$ cat config.mk
export PLATFORM = sky130hd
export DESIGN_NAME = bsg_manycore_block_mem_req
export DESIGN_NICKNAME = d
export VERILOG_FILES = /design/src/rtl/block_mem_pkg.sv /design/src/rtl/bsg_two_fifo.sv /design/src/rtl/bsg_manycore_block_mem_req.sv
export SDC_FILE = /design/constraint.sdc
export NUM_CORES = 1
export LEC_CHECK = 0
export CORE_MARGIN = 2
export CORE_UTILIZATION = 46
export CTS_BUF_LIST = sky130_fd_sc_hd__clkbuf_2
export DETAILED_ROUTE_END_ITERATION = 6
export PLACE_DENSITY = 0.9
export SETUP_SLACK_MARGIN = 0.5
export SLEW_MARGIN = 20
export SYNTH_ARGS = -nofsm -noshare
export SYNTH_HDL_FRONTEND = slang
export SYNTH_HIERARCHICAL = 1
export SYNTH_SLANG_ARGS = --single-unit
$ cat constraint.sdc
create_clock -name clk_i -period 3 [get_ports clk_i]
set_input_delay 0.6 -clock clk_i [delete_from_list [all_inputs] [get_ports clk_i]]
set_output_delay 0.6 -clock clk_i [all_outputs]
set_load 0.02 [all_outputs]
$ cat src/rtl/block_mem_pkg.sv
// ---------------------------------------------------------------------------
// block_mem_pkg : shared types, packet macros and store lane helpers for the
//                 block_mem packet interface.
// Revision      : 1.0
// ---------------------------------------------------------------------------
`default_nettype none

`ifndef BLOCK_MEM_PKG_MACROS
`define BLOCK_MEM_PKG_MACROS
`define BLOCK_MEM_PKT_WIDTH(addr_w, data_w) \
  ($bits(block_mem_op_e) + (addr_w) + (data_w) + ((data_w) >> 3))
`define DECLARE_BLOCK_MEM_PKT_S(addr_w, data_w) \
  typedef struct packed { \
    block_mem_op_e                opcode; \
    logic [(addr_w)-1:0]          addr; \
    logic [(data_w)-1:0]          data; \
    logic [((data_w) >> 3)-1:0]   mask; \
  } block_mem_pkt_s
`endif

package block_mem_pkg;

  typedef enum logic [2:0] {
    e_nop   = 3'd0,
    e_lw    = 3'd1,
    e_lh    = 3'd2,
    e_lhu   = 3'd3,
    e_lb    = 3'd4,
    e_lbu   = 3'd5,
    e_store = 3'd6
  } block_mem_op_e;

  typedef enum logic [1:0] {
    e_size_byte = 2'd0,
    e_size_half = 2'd1,
    e_size_word = 2'd2
  } block_mem_size_e;

  typedef struct packed {
    logic [31:0] data;
    logic [3:0]  mask;
  } block_mem_lanes_s;

  // Store data is right-justified on input; replicate it across lanes so the
  // byte mask alone selects what the memory writes.
  function automatic block_mem_lanes_s block_mem_store_lanes(
    block_mem_size_e size, logic [1:0] addr_lo, logic [31:0] data);
    block_mem_lanes_s l;
    case (size)
      e_size_byte: begin
        l.data = {4{data[7:0]}};
        l.mask = 4'b0001 << addr_lo;
      end
      e_size_half: begin
        l.data = {2{data[15:0]}};
        l.mask = addr_lo[1] ? 4'b1100 : 4'b0011;
      end
      default: begin
        l.data = data;
        l.mask = 4'b1111;
      end
    endcase
    return l;
  endfunction

  function automatic logic block_mem_misaligned(
    block_mem_op_e op, block_mem_size_e size, logic [1:0] addr_lo);
    logic is_half;
    logic is_word;
    is_half = (op == e_lh) | (op == e_lhu) | ((op == e_store) & (size == e_size_half));
    is_word = (op == e_lw)
            | ((op == e_store) & (size != e_size_byte) & (size != e_size_half));
    return (is_half & addr_lo[0]) | (is_word & (addr_lo != 2'b00));
  endfunction

endpackage

`default_nettype wire

$ cat src/rtl/bsg_two_fifo.sv
// ---------------------------------------------------------------------------
// bsg_two_fifo : two-entry valid/ready in, valid/yumi out FIFO.
// Revision     : 1.0
// ---------------------------------------------------------------------------
`default_nettype none

module bsg_two_fifo #(
  parameter width_p = 8
) (
  input  logic               clk_i,
  input  logic               reset_i,
  output logic               ready_o,
  input  logic [width_p-1:0] data_i,
  input  logic               v_i,
  output logic               v_o,
  output logic [width_p-1:0] data_o,
  input  logic               yumi_i
);

  logic [width_p-1:0] mem_r [2];
  logic               wptr_r;
  logic               rptr_r;
  logic [1:0]         count_r;
  logic               enq;
  logic               deq;

  assign ready_o = (count_r != 2'd2);
  assign v_o     = (count_r != 2'd0);
  assign data_o  = mem_r[rptr_r];
  assign enq     = v_i & ready_o;
  assign deq     = yumi_i & v_o;

  always_ff @(posedge clk_i) begin
    if (reset_i) begin
      wptr_r  <= 1'b0;
      rptr_r  <= 1'b0;
      count_r <= 2'd0;
    end else begin
      wptr_r  <= wptr_r ^ enq;
      rptr_r  <= rptr_r ^ deq;
      count_r <= count_r + {1'b0, enq} - {1'b0, deq};
    end
  end

  always_ff @(posedge clk_i) begin
    if (enq) mem_r[wptr_r] <= data_i;
  end

endmodule

`default_nettype wire

$ cat src/rtl/bsg_manycore_block_mem_req.sv
// ---------------------------------------------------------------------------
// bsg_manycore_block_mem_req : credit-based requester for block_mem packets.
//   Define BSG_BLOCK_MEM_REQ_ALIGN_CHECK_EN to flag misaligned requests.
// Revision : 1.0
// ---------------------------------------------------------------------------
`default_nettype none

module bsg_manycore_block_mem_req
  import block_mem_pkg::*;
#(
  parameter mem_addr_width_p = 12,
  parameter data_width_p     = 32,
  parameter tag_width_p      = 4,
  parameter pkt_width_lp     = `BLOCK_MEM_PKT_WIDTH(mem_addr_width_p, data_width_p)
) (
  input  logic                        clk_i,
  input  logic                        reset_i,
  input  logic                        v_i,
  output logic                        ready_o,
  input  logic [$bits(block_mem_op_e)-1:0] op_i,
  input  logic [1:0]                  size_i,
  input  logic [mem_addr_width_p-1:0] addr_i,
  input  logic [data_width_p-1:0]     data_i,
  input  logic [tag_width_p-1:0]      tag_i,
  output logic                        mem_v_o,
  output logic [pkt_width_lp-1:0]     mem_pkt_o,
  input  logic [data_width_p-1:0]     mem_data_i,
  output logic                        v_o,
  output logic [data_width_p-1:0]     data_o,
  output logic [tag_width_p-1:0]      tag_o,
  output logic                        err_o,
  input  logic                        yumi_i
);

  `DECLARE_BLOCK_MEM_PKT_S(mem_addr_width_p, data_width_p);

  localparam entry_width_lp = data_width_p + tag_width_p + 1;

  block_mem_op_e    op;
  block_mem_lanes_s lanes;
  block_mem_pkt_s   pkt;
  logic [1:0]       credits_r;
  logic             fire;
  logic             misaligned;

  assign op      = block_mem_op_e'(op_i);
  assign ready_o = (credits_r != 2'd0);
  assign fire    = v_i & ready_o & (op != e_nop);

`ifdef BSG_BLOCK_MEM_REQ_ALIGN_CHECK_EN
  assign misaligned = block_mem_misaligned(op, block_mem_size_e'(size_i), addr_i[1:0]);
`else
  assign misaligned = 1'b0;
`endif

  assign mem_v_o = fire & ~misaligned;
  assign lanes   = block_mem_store_lanes(block_mem_size_e'(size_i), addr_i[1:0], data_i);

  always_comb begin
    pkt.opcode = op;
    pkt.addr   = addr_i;
    pkt.data   = (op == e_store) ? lanes.data : '0;
    pkt.mask   = (op == e_store) ? lanes.mask : '0;
  end
  assign mem_pkt_o = pkt;

  always_ff @(posedge clk_i) begin
    if (reset_i)
      credits_r <= 2'd2;
    else if (fire & ~yumi_i)
      credits_r <= credits_r - 2'd1;
    else if (yumi_i & ~fire)
      credits_r <= credits_r + 2'd1;
  end

  logic                   v_r;
  logic [tag_width_p-1:0] tag_r;
  logic                   err_r;
  logic                   zero_r;

  always_ff @(posedge clk_i) begin
    if (reset_i) begin
      v_r    <= 1'b0;
      tag_r  <= '0;
      err_r  <= 1'b0;
      zero_r <= 1'b0;
    end else begin
      v_r <= fire;
      if (fire) begin
        tag_r  <= tag_i;
        err_r  <= misaligned;
        zero_r <= misaligned | (op == e_store);
      end
    end
  end

  logic [entry_width_lp-1:0] inflight_entry;
  logic [entry_width_lp-1:0] fifo_data;
  logic [entry_width_lp-1:0] head;
  logic                      fifo_v;
  logic                      fifo_ready;
  logic                      bypass;
  logic                      enq;

  assign inflight_entry = {(zero_r ? '0 : mem_data_i), tag_r, err_r};

  // With the buffer empty the returning response is presented directly, so a
  // credit comes back one cycle sooner and a yumi every cycle sustains issue.
  assign bypass = ~fifo_v & v_r;
  assign enq    = v_r & fifo_ready & ~(bypass & yumi_i);

  bsg_two_fifo #(
    .width_p (entry_width_lp)
  ) resp_fifo (
    .clk_i   (clk_i),
    .reset_i (reset_i),
    .ready_o (fifo_ready),
    .data_i  (inflight_entry),
    .v_i     (enq),
    .v_o     (fifo_v),
    .data_o  (fifo_data),
    .yumi_i  (yumi_i & fifo_v)
  );

  assign v_o  = fifo_v | v_r;
  assign head = fifo_v ? fifo_data : inflight_entry;
  assign {data_o, tag_o, err_o} = head;

endmodule

`default_nettype wire

==> results by group, run 1 <==
Status
  – Outcome: finished, final reports clean

Routing
  – DR iter-0 viols: 175
  – DRC: 0
  – Vias per cell: 5.29
  – Post-DR wirelength/cell: about 19 um
  – Routed WL: 13400 um
  – Drt pass-1 iters: 6
  – Vias: around 3700
  – DRT antenna net count: 0

Critical path
  – Worst Path Class, Setup: flip-flop to output port
  – CP startpoint kind: flip-flop
  – CP Cell Sequence: buf_8, buf_16, buf_12, mux2_4, mux2_4, buf_6
  – Crit-path leading delay family: multiplexers
  – Critical-path top delay cell: dfxtp_4
  – Worst stage delay on the critical path: 0.41 ns
  – Critical path capture point type: output port
  – Bufs and invs on worst path: 4
  – Worst Path Required: 2.40 ns
  – Max FO, Critical Path: 7
  – Most used cell, CP: mux2_4
  – Crit path arrival time: 2.04 ns

Job
  – Max-cap violations: 0

Floorplan
  – Die height: 104 um
  – Initial core utilization: ~47%
  – Die area: between 10000 and 15000 um^2
  – I/O Pins: 180
  – Rows: 36
  – Core area: 9770 um^2
  – Die X: 104 um

Logic synthesis
  – Post-Synthesis Cells: ~370
  – Mapped Area: 4620 um^2
  – Syn Area/Cell: 12.4 um^2
  – Prevailing post-synth register cell: edfxtp_1
  – Ranking of synthesized cells by area: edfxtp_1 48%, mux2_2 20%, dfxtp_1 5.2%
  – Number of synthesized flops with an enable pin: 74
  – Cell taking the most area after synthesis: edfxtp_1
  – Distinct cell type count after synthesis: 33
  – Yosys warns: 6
  – Synth top area share: between 40% and 50%
  – Sequential fraction of the synthesis area: 53.2%
  – Synthesis-stage register bit count: 86
  – Fraction of registers with async set/reset: 0%

Clocking
  – Clk root buf: clkbuf_2
  – CTS Hold Bufs: 0
  – CTS tree: built
  – Clock Tree Buf Depth: 2
  – Clock Pin Slew Worst Setup and Hold Paths: 0.24 ns
  – # clock sinks: 86
  – Number of CTS-inserted buffers: 9
  – H-tree levels: 3
  – Worst skew pair latency: 0.51 ns

Layout
  – Area Growth Syn to Fin: 52.7%
  – Final #Nets: 657
  – Finished Layout Cells: 700
  – Core Util, Final: 72.2%
  – Fraction of layout cells with a size suffix above 1: 42.3%
  – Antenna Diode Count: 0

Timing
  – Max Slew Vio Count: 0
  – Final TNS setup: 0 ns
  – Period utilization: 88.1%
  – Min cycle time layout: 2.64 ns
  – Fmax: 378 MHz
  – Post-route setup slack: about 0.36 ns
  – Final setup viols: 0
  – Slew @ Worst Pin: 0.516 ns
  – Rel. slew slack: 65.5%
  – Endpoints failing hold: 0
  – RSZ-0062 raised after global routing: yes
  – Clk_skew: 0.0322 ns

Hold path
  – Min-Delay Path Class: flip-flop to flip-flop

Power
  – Power density over the cells: 404 nW/um^2
  – Worst VDD drop: 0.229 mV
  – Static Leak: 0.00294 uW
  – Pwr Total: 2860 uW

Place
  – DP Worst Slack: 0.00964 ns
  – Placed Instances: roughly 640
  – Port buffer count: 159
  – Final HPWL from detailed placement: 7550 um
  – GP Congestion: between 0.8 and 0.9

Global routing
  – Largest net degree at the start of global routing: 38
  – Initial antenna violation count: 0
  – First-pass GRT wire length: approximately 20000 um
  – Total GRT Usage: 23.1%
  – Gr ovfl total: 0
  – Vias in the first global route: about 3900
==> synth_stat cells, drive strengths merged, types with 3 or more instances <==
| cell | count |
|---|---|
| nand2b | 11 |
| inv | 6 |
| nand2 | 25 |
| clkbuf | 3 |
| mux2i | 12 |
| and2 | 10 |
| edfxtp | 74 |
| buf | 32 |
| nor2b | 19 |
| mux2 | 82 |
| ha | 5 |
| and2b | 15 |
| nor2 | 17 |
| or2 | 3 |
| dfxtp | 12 |
| nor3 | 3 |
| a21oi | 21 |
| o21ai | 12 |
==> layer usage <==
layer / vias up / GRT usage [%] / part of all wire [%]
met2: 176 / 42.4 / 54
met4: 0 / 9.17 / 2.4
li1: 1687 / - / -
met5: - / 0 / 0
met1: 1808 / 25.1 / 36
met3: 33 / 6.27 / 6.7
==> area by class of cell <==
type,count,area (um^2)
tap,133,166
clock buffer,11,55.1
fill,642,2710
sequential,86,2470
inverter,7,35.0
timing repair buffer,214,2180
multi-input combinational,245,2130
clock inverter,4,25.0
==> logic make-up after synthesis <==
family          synth area share [%]
xor+xnor                       0.866
mux                             22.6
flops                           53.2
compound gates                  3.92
other cells                   0.0811
fa+ha+maj                       1.35
simple gates                    12.6
buf+inv                         5.38
==> final timing paths <==
check | start | to | slack [ns] | cells past startpoint
worst min register to register | tag_r[2] | resp_fifo/mem_r[0][3] | 0.52 | 0
worst max-delay path | resp_fifo/rptr_r | data_o[12] | 0.36 | 6
worst max register to register | credits_r[0] | credits_r[1] | 1.03 | 7
worst min-delay path | tag_r[2] | resp_fifo/mem_r[0][3] | 0.52 | 0
==> stage by stage <==
step                      hold slack [ns]  cell area (um^2)
final                               0.515              7060
after global routing                0.530              7060
after CTS                           0.521              6860
after detailed placement            0.472              6350
after global placement              0.459              6350
after floorplan                     0.445              4630
==> flip-flops by register name, summed over array words and instances (netlist names) <==
name,flops
resp_fifo/mem_r,74
tag_r,4
resp_fifo/rptr_r,1
credits_r,2
resp_fifo/count_r,2
zero_r,1
resp_fifo/wptr_r,1
v_r,1
==> placed cells by master (no fill, tap or decap), types with 2 or more instances in the layout <==
master and n:
clkdlybuf4s50_1 83, buf_12 7, dfxtp_2 2, buf_2 14, edfxtp_1 74, dfxtp_1 9, a21oi_1 19, mux2_2 33
or2_2 2, nor2b_1 19, nand2_1 25, buf_8 3, mux2i_1 12, buf_6 51, and2_1 10, clkbuf_2 31
nor3_1 2, clkinv_2 2, ha_2 2, and2b_1 15, buf_4 26, conb_1 2, inv_1 5, nand2b_1 11
dlygate4sd2_1 2, a21oi_2 2, ha_1 3, o21ai_0 12, nor2_1 15, buf_16 6, mux2_4 49
==> what timing repair did <==
item,CTS,global route
resized for setup,309,133
setup endpoints to repair,75,72
setup buffers,23,11
gates cloned,7,0
pin swaps,2,4
==> report_power, final <==
part	total [uW]	leakage [uW]	internal [uW]	switching [uW]
registers	1380	0.000773	1360	24.2
logic	978	0.00211	547	431
clock network	496	0.0000554	109	387
Power figures use the tool's default switching activity.
==> inputs of run 2 (changes only) <==
--- a/config.mk
+++ b/config.mk
@@ -8,6 +8,7 @@
 export CORE_MARGIN = 2
 export CORE_UTILIZATION = 46
 export CTS_BUF_LIST = sky130_fd_sc_hd__clkbuf_2
+export CTS_CLUSTER_DIAMETER = 30
 export DETAILED_ROUTE_END_ITERATION = 6
 export PLACE_DENSITY = 0.9
 export SETUP_SLACK_MARGIN = 0.5
==> results of run 2 <==
The final DEF is identical to that of run 1; final timing and power are the same.
